<file path="config.mk">
export PLATFORM = sky130hd
export DESIGN_NAME = adc_axis_packetizer
export DESIGN_NICKNAME = d
export VERILOG_FILES = /design/src/rtl/adc_pkt_pkg.sv /design/src/rtl/adc_pkt_out_reg.sv /design/src/rtl/adc_axis_packetizer.sv
export SDC_FILE = /design/constraint.sdc
export NUM_CORES = 1
export LEC_CHECK = 0
export CAP_MARGIN = 0
export CELL_PAD_IN_SITES_DETAIL_PLACEMENT = 0
export CELL_PAD_IN_SITES_GLOBAL_PLACEMENT = 1
export CORE_UTILIZATION = 34
export CTS_BUF_LIST = sky130_fd_sc_hd__clkbuf_16
export CTS_CLUSTER_DIAMETER = 120
export DETAILED_ROUTE_END_ITERATION = 7
export PLACE_DENSITY = 0.77
export SETUP_SLACK_MARGIN = 0.1
export SYNTH_ARGS = -nofsm -noshare
export SYNTH_HDL_FRONTEND = slang
export SYNTH_SLANG_ARGS = --single-unit
</file>
<file path="constraint.sdc">
create_clock -name aclk -period 4.75 [get_ports aclk]
set_input_delay 0.475 -clock aclk [delete_from_list [all_inputs] [get_ports aclk]]
set_output_delay 0.475 -clock aclk [all_outputs]
set_load 0.02 [all_outputs]
</file>
<file path="src/rtl/adc_pkt_pkg.sv">
`default_nettype none
// ============================================================================
// Package  : adc_pkt_pkg
// Summary  : shared state encoding, header layout and header builder for the
//            ADC AXI-Stream packetizer.
// Revision : 1.0 - initial release
// ============================================================================
package adc_pkt_pkg;

  typedef enum logic [1:0] {
    ST_IDLE    = 2'd0,
    ST_HDR     = 2'd1,
    ST_PAYLOAD = 2'd2
  } pkt_state_e;

  localparam int unsigned c_beat_w   = 64;
  localparam int unsigned c_magic_lsb = 48;
  localparam int unsigned c_magic_w   = 16;
  localparam int unsigned c_seq_lsb   = 16;
  localparam int unsigned c_seq_w     = 32;
  localparam int unsigned c_len_lsb   = 0;
  localparam int unsigned c_len_w     = 16;

  localparam logic [15:0] c_hdr_magic_default = 16'hADC0;

  function automatic logic [c_beat_w-1:0] build_hdr(
    input logic [c_magic_w-1:0] magic,
    input logic [c_seq_w-1:0]   seq,
    input logic [c_len_w-1:0]   len
  );
    logic [c_beat_w-1:0] hdr;
    hdr = '0;
    hdr[c_magic_lsb +: c_magic_w] = magic;
    hdr[c_seq_lsb   +: c_seq_w]   = seq;
    hdr[c_len_lsb   +: c_len_w]   = len;
    return hdr;
  endfunction

endpackage
`default_nettype wire

</file>
<file path="src/rtl/adc_pkt_out_reg.sv">
`default_nettype none
// ============================================================================
// Module   : adc_pkt_out_reg
// Summary  : registered AXI-Stream output stage; reloads whenever the held
//            beat is empty or being taken downstream.
// Revision : 1.0 - initial release
// ============================================================================
module adc_pkt_out_reg #(
  parameter int unsigned DATA_W = 64
) (
  input  logic              clk,
  input  logic              rst,
  input  logic              i_wr,
  input  logic [DATA_W-1:0] i_data,
  input  logic              i_last,
  input  logic              i_user,
  input  logic              i_ready,
  output logic              o_load_en,
  output logic [DATA_W-1:0] o_data,
  output logic              o_valid,
  output logic              o_last,
  output logic              o_user
);

  logic              valid_q, valid_d;
  logic [DATA_W-1:0] data_q, data_d;
  logic              last_q, last_d;
  logic              user_q, user_d;

  assign o_load_en = !valid_q || i_ready;

  always_comb begin
    valid_d = valid_q;
    data_d  = data_q;
    last_d  = last_q;
    user_d  = user_q;
    if (o_load_en) begin
      valid_d = i_wr;
      last_d  = i_wr && i_last;
      user_d  = i_wr && i_user;
      // data is left untouched on an empty load to avoid needless toggling
      if (i_wr) begin
        data_d = i_data;
      end
    end
  end

  always_ff @(posedge clk or posedge rst) begin
    if (rst) begin
      valid_q <= 1'b0;
      data_q  <= '0;
      last_q  <= 1'b0;
      user_q  <= 1'b0;
    end else begin
      valid_q <= valid_d;
      data_q  <= data_d;
      last_q  <= last_d;
      user_q  <= user_d;
    end
  end

  assign o_data  = data_q;
  assign o_valid = valid_q;
  assign o_last  = last_q;
  assign o_user  = user_q;

endmodule
`default_nettype wire

</file>
<file path="src/rtl/adc_axis_packetizer.sv">
`default_nettype none
// ============================================================================
// Module   : adc_axis_packetizer
// Summary  : frames 64-bit ADC beats into header + payload AXI-Stream packets.
//            Define ADC_PKT_GAP_CHECK_EN to build the sample-counter gap check.
// Revision : 1.0 - initial release
// ============================================================================
module adc_axis_packetizer
  import adc_pkt_pkg::*;
#(
  parameter int unsigned ADC_AXI_DATA_WIDTH = 64,
  parameter int unsigned PKT_BEATS          = 128,
  parameter logic [15:0] HDR_MAGIC          = c_hdr_magic_default
) (
  input  logic                          aclk,
  input  logic                          areset,
  input  logic                          enable,
  input  logic [ADC_AXI_DATA_WIDTH-1:0] s_axis_tdata,
  input  logic                          s_axis_tvalid,
  input  logic                          s_axis_tlast,
  output logic                          s_axis_tready,
  output logic [ADC_AXI_DATA_WIDTH-1:0] m_axis_tdata,
  output logic                          m_axis_tvalid,
  output logic                          m_axis_tlast,
  output logic [7:0]                    m_axis_tkeep,
  output logic                          m_axis_tuser,
  input  logic                          m_axis_tready,
  output logic [31:0]                   pkt_seq,
  output logic [15:0]                   gap_count
);

  localparam logic [15:0] c_pkt_len   = 16'(PKT_BEATS);
  localparam logic [15:0] c_last_beat = 16'(PKT_BEATS - 1);

  pkt_state_e state_q, state_d;
  logic [15:0] beat_cnt_q, beat_cnt_d;
  logic [31:0] pkt_seq_q, pkt_seq_d;
  logic        hdr_loaded_q, hdr_loaded_d;

  logic                          w_load_en;
  logic                          w_out_wr;
  logic [ADC_AXI_DATA_WIDTH-1:0] w_out_data;
  logic                          w_out_last;
  logic                          w_out_user;
  logic                          w_beat_last;
  logic                          w_s_accept;
  logic                          w_hdr_accept;
  logic [c_beat_w-1:0]           w_hdr;

  assign w_hdr        = build_hdr(HDR_MAGIC, pkt_seq_q, c_pkt_len);
  assign w_beat_last  = (beat_cnt_q == c_last_beat) || s_axis_tlast;
  assign w_s_accept   = (state_q == ST_PAYLOAD) && s_axis_tvalid && w_load_en;
  // hdr_loaded_q guards against mistaking the previous packet's tlast beat for the header
  assign w_hdr_accept = (state_q == ST_HDR) && hdr_loaded_q && m_axis_tvalid && m_axis_tready;

  always_ff @(posedge aclk or posedge areset) begin
    if (areset) begin
      state_q <= ST_IDLE;
    end else begin
      state_q <= state_d;
    end
  end

  always_comb begin
    state_d = state_q;
    case (state_q)
      ST_IDLE: begin
        if (enable && s_axis_tvalid && w_load_en) begin
          state_d = ST_HDR;
        end
      end
      ST_HDR: begin
        if (w_hdr_accept) begin
          state_d = ST_PAYLOAD;
        end else if (!hdr_loaded_q && !enable) begin
          state_d = ST_IDLE;
        end
      end
      ST_PAYLOAD: begin
        if (w_s_accept && w_beat_last) begin
          state_d = (enable && s_axis_tvalid) ? ST_HDR : ST_IDLE;
        end
      end
      default: state_d = ST_IDLE;
    endcase
  end

  always_comb begin
    s_axis_tready = 1'b0;
    w_out_wr      = 1'b0;
    w_out_data    = w_hdr;
    w_out_last    = 1'b0;
    w_out_user    = 1'b0;
    case (state_q)
      ST_IDLE: begin
        w_out_wr = enable && s_axis_tvalid;
      end
      ST_HDR: begin
        // a header is only built once a sample is waiting, so no empty packets
        w_out_wr = !hdr_loaded_q && enable && s_axis_tvalid;
      end
      ST_PAYLOAD: begin
        s_axis_tready = w_load_en;
        w_out_wr      = s_axis_tvalid;
        w_out_data    = s_axis_tdata;
        w_out_last    = w_beat_last;
        w_out_user    = s_axis_tlast && (beat_cnt_q != c_last_beat);
      end
      default: ;
    endcase
  end

  always_comb begin
    beat_cnt_d   = beat_cnt_q;
    pkt_seq_d    = pkt_seq_q;
    hdr_loaded_d = hdr_loaded_q;
    if (w_s_accept) begin
      beat_cnt_d = w_beat_last ? 16'd0 : beat_cnt_q + 16'd1;
    end
    if ((state_q != ST_PAYLOAD) && w_out_wr && w_load_en) begin
      hdr_loaded_d = 1'b1;
    end
    if (w_hdr_accept) begin
      hdr_loaded_d = 1'b0;
      pkt_seq_d    = pkt_seq_q + 32'd1;
    end
  end

  always_ff @(posedge aclk or posedge areset) begin
    if (areset) begin
      beat_cnt_q   <= '0;
      pkt_seq_q    <= '0;
      hdr_loaded_q <= 1'b0;
    end else begin
      beat_cnt_q   <= beat_cnt_d;
      pkt_seq_q    <= pkt_seq_d;
      hdr_loaded_q <= hdr_loaded_d;
    end
  end

  adc_pkt_out_reg #(
    .DATA_W (ADC_AXI_DATA_WIDTH)
  ) u_out_reg (
    .clk       (aclk),
    .rst       (areset),
    .i_wr      (w_out_wr),
    .i_data    (w_out_data),
    .i_last    (w_out_last),
    .i_user    (w_out_user),
    .i_ready   (m_axis_tready),
    .o_load_en (w_load_en),
    .o_data    (m_axis_tdata),
    .o_valid   (m_axis_tvalid),
    .o_last    (m_axis_tlast),
    .o_user    (m_axis_tuser)
  );

  assign m_axis_tkeep = 8'hFF;
  assign pkt_seq      = pkt_seq_q;

`ifdef ADC_PKT_GAP_CHECK_EN
  logic [31:0] prev_cnt_q, prev_cnt_d;
  logic        have_prev_q, have_prev_d;
  logic [15:0] gap_q, gap_d;
  logic [31:0] w_cur_cnt;

  assign w_cur_cnt = s_axis_tdata[63:32];

  // continuity is checked across packet boundaries, but restarts after a capture end
  always_comb begin
    prev_cnt_d  = prev_cnt_q;
    have_prev_d = have_prev_q;
    gap_d       = gap_q;
    if (w_s_accept) begin
      if (have_prev_q && (w_cur_cnt != prev_cnt_q + 32'd1) && (gap_q != 16'hFFFF)) begin
        gap_d = gap_q + 16'd1;
      end
      prev_cnt_d  = w_cur_cnt;
      have_prev_d = !s_axis_tlast;
    end
  end

  always_ff @(posedge aclk or posedge areset) begin
    if (areset) begin
      prev_cnt_q  <= '0;
      have_prev_q <= 1'b0;
      gap_q       <= '0;
    end else begin
      prev_cnt_q  <= prev_cnt_d;
      have_prev_q <= have_prev_d;
      gap_q       <= gap_d;
    end
  end

  assign gap_count = gap_q;
`else
  assign gap_count = 16'd0;
`endif

endmodule
`default_nettype wire

</file>
==> flow_metrics.py <==
metrics = {
    "yosys": {
        "syn_avg_cell_area_um2": 10.8,
        "ys_seq_area_share_pct": 55.7,
        "synth.distinct_cells": 52,
        "synth-warning-count": 0,
        "synth_area_leaders": "dfrtp_1, nor2_1, a22o_1",
        "synthFlopType": "dfrtp_1",
        "synthCells": 492,
        "synth_top_area_share_pct": 55.7,
        "synthesis.area_um2": 5300,
        "postSynth.asyncResetShare_pct": 100,
        "synth_top_area_cell": "dfrtp_1",
        "ys_ff_latch": 118,
        "synth_edf_count": 0,
    },
    "clock_network": {
        "clk_pin_slew_ns": 0.05,
        "cts-root-buf": "clkbuf_16",
        "clk_path_buf_depth": 2,
        "cts_hold_buf": 0,
        "insertion_delay_ns": 0.41,
        "post-cts-setup-buffers": 0,
        "cts_num_sinks": 118,
        "ctsResizeCount": 0,
        "htreeDepth": 4,
        "cts_tree": "yes",
        "cts_buffers": 17,
    },
    "global_routing": {
        "grt_pass1_vias": 4425,
        "grt_first_pass_wirelength_um": 22800,
        "overflow": 0,
        "grt_usage_pct": 18.2,
        "antenna_found_initial": 0,
        "grt_max_degree": 55,
    },
    "floorplan": {
        "dieArea_um2": 16100,
        "start_util_pct": 34.9,
        "io_pins": 194,
        "design.core.area_um2": 15200,
        "rows": 45,
        "die_h_um": 127,
        "die_w_um": 127,
    },
    "worst_setup_path": {
        "cp_data_required_time_ns": 4.28,
        "start_kind": "input pin",
        "rr_startpoint": "state_q[1]$_DFFE_PP0P_",
        "startpoint": "m_axis_tready",
        "cp_max_fo": 9,
        "cp.arrival_ns": 2.12,
        "crit_path_end_kind": "output port",
        "critical_path_class": "in2out",
    },
    "drt": {
        "initialDrtViolationCount": 178,
        "drtPass1Iterations": 4,
        "vias": 4336,
        "vias_per_cell": 5.05,
        "routed_wl_um": 14200,
        "wl_per_cell_um": 16.5,
        "remaining_drc_errors": 0,
        "ant_nets": 0,
    },
    "sta": {
        "setup_tns_ns": 0,
        "whs_ns": 0.477,
        "setup_viol": 0,
        "fin_skew_ns": 0.00786,
        "timing_worst_slew_pin_value_ns": 1.03,
        "relSlewSlack_pct": 31.4,
        "finalHoldViolCount": 0,
        "grt_setup_unrepaired": "no",
        "fin_crit_sh_pct": 54.7,
        "worst_slack_ns": 2.15,
        "final.min_clock_period_ns": 2.60,
        "timing.fmax_mhz": 385,
        "report.final.slew_viol_count": 0,
    },
    "outcome": {
        "status": "finished, final reports clean",
    },
    "placed_design": {
        "routabilityCongestion": 0.761,
        "dpl.hpwl_um": 9540,
        "io_buffers": 169,
        "placed_cells": 826,
        "dp_slack_ns": 1.78,
        "post_dp_cell_area_um2": 7030,
    },
    "final_layout": {
        "layout-drive-gt1-share_pct": 6.27,
        "fin_cells": 858,
        "fin_nets": 729,
        "num-fill-cells": 1404,
        "seq_area_um2": 2950,
        "synthToLayoutAreaGrowth_pct": 43.0,
        "fin_area_um2": 7580,
        "num_antenna_cells": 0,
        "final_common_cell": "clkdlybuf4s50_1",
        "multiInputGateArea_um2": 2080,
        "final_cell_mix": "clkdlybuf4s50_1, dfrtp_1, nor2_1, o22ai_1",
    },
    "power_and_ir_drop": {
        "pwr-share-seq_pct": 35.8,
        "p_sw_mw": 1.37,
        "internal_power_mw": 2.72,
        "powerDensity_nw_per_um2": 540,
        "ir_worst_vdd_mv": 0.268,
        "pwr-share-clk_pct": 29.1,
        "pwr-share-comb_pct": 35.0,
        "leakage_nw": 3.29,
        "swShare_pct": 33.6,
    },
    "min_path": {
        "holdCritStartpoint": "u_out_reg.o_last$_DFFE_PP0N_",
        "hold_class": "reg2reg",
    },
    "run": {
        "max_cap_viol_count": 0,
    },
}
-- per-stage QoR --
stage          utilization [%]  total power, mW
3_5_place_dp              46.3             2.92
6_report                  49.9             4.09
5_1_grt                   49.9             4.32
2_1_floorplan                -             2.24
4_1_cts                   49.9             4.13
3_3_place_gp              46.3             2.89
-- power by group through the flow --
stage	Combinational [mW]	Sequential [mW]	Clock, mW
floorplan	0.502	1.74	0
global placement	1.42	1.47	0
detailed placement	1.44	1.48	0
CTS	1.45	1.47	1.22
global route	1.54	1.50	1.28
finish	1.43	1.47	1.19
-- path summary, 6_finish.rpt --
kind                       slack (ns)                               end  cells past startpoint
hold / removal                   0.48      u_out_reg.o_last$_DFFE_PP0N_                      1
setup / recovery                 2.15                     s_axis_tready                      4
hold reg to reg                  0.48      u_out_reg.o_last$_DFFE_PP0N_                      1
max in group asynchronous        3.32          hdr_loaded_q$_DFFE_PP0P_                      3
min in group asynchronous        0.53  u_out_reg.o_data[63]$_DFFE_PP0P_                      2
setup reg to reg                 2.25         beat_cnt_q[8]$_DFFE_PP0P_                      4
-- Yosys cell counts (2+ instances only) --
cell	count
a21oi_1	8
and4_1	3
nand2b_1	2
and3_1	11
or3_1	4
nand3_1	23
and2_1	2
o22a_1	8
buf_4	26
nand4_2	3
nor4_4	2
nor2_1	75
a21o_1	3
buf_6	2
a311oi_1	2
nor3_1	2
a22o_1	24
or4_1	2
inv_1	7
o311ai_1	2
o21ai_0	13
dfrtp_1	118
nand2_1	16
xnor2_1	23
clkbuf_1	8
nor4_1	2
a31oi_1	2
ha_1	2
conb_1	2
o22ai_1	33
o31ai_1	2
buf_2	14
xor2_1	9
nand4_1	19
-- per-layer routing --
metal | GRT usage [%] | wire length (um)
met5 | 0 | 0
met4 | 5.74 | 121
met3 | 6.71 | 936
met2 | 29.5 | 6730
met1 | 22.5 | 6370
-- logic make-up after synthesis --
logic type / after synthesis / synth area share (%)
buffers and inverters: 58 / 6.56
adder cells (fa/ha/maj): 2 / 0.472
flip-flops: 118 / 55.7
AO/OA/AOI/OAI: 102 / 13.7
AND/OR/NAND/NOR: 177 / 17.9
XOR/XNOR: 32 / 5.29
other: 2 / 0.142
multiplexers: 1 / 0.212
-- worst max-delay path, cell delays in order --
cell             delay (ns)
clkdlybuf4s50_1        0.53
nand2b_1               0.31
and2_1                 0.20
clkdlybuf4s50_1        0.61
-- layout make-up --
| cell class | count | share of cell area, % |
|---|---|---|
| multi-input cells | 338 | 27.5 |
| inverters | 8 | 0.429 |
| flip-flops and latches | 118 | 39.0 |
| clock inverters | 15 | 1.60 |
| repair buffers | 174 | 22.8 |
| well taps | 188 | 3.10 |
| clock buffers | 17 | 5.61 |
-- registers in the layout, indices dropped and copies added (netlist names) --
name / flops
u_out_reg.o_data: 64
pkt_seq: 32
u_out_reg.o_user: 1
state_q: 2
beat_cnt_q: 16
u_out_reg.o_valid: 1
u_out_reg.o_last: 1
hdr_loaded_q: 1
(Power assumes the default switching activity.)
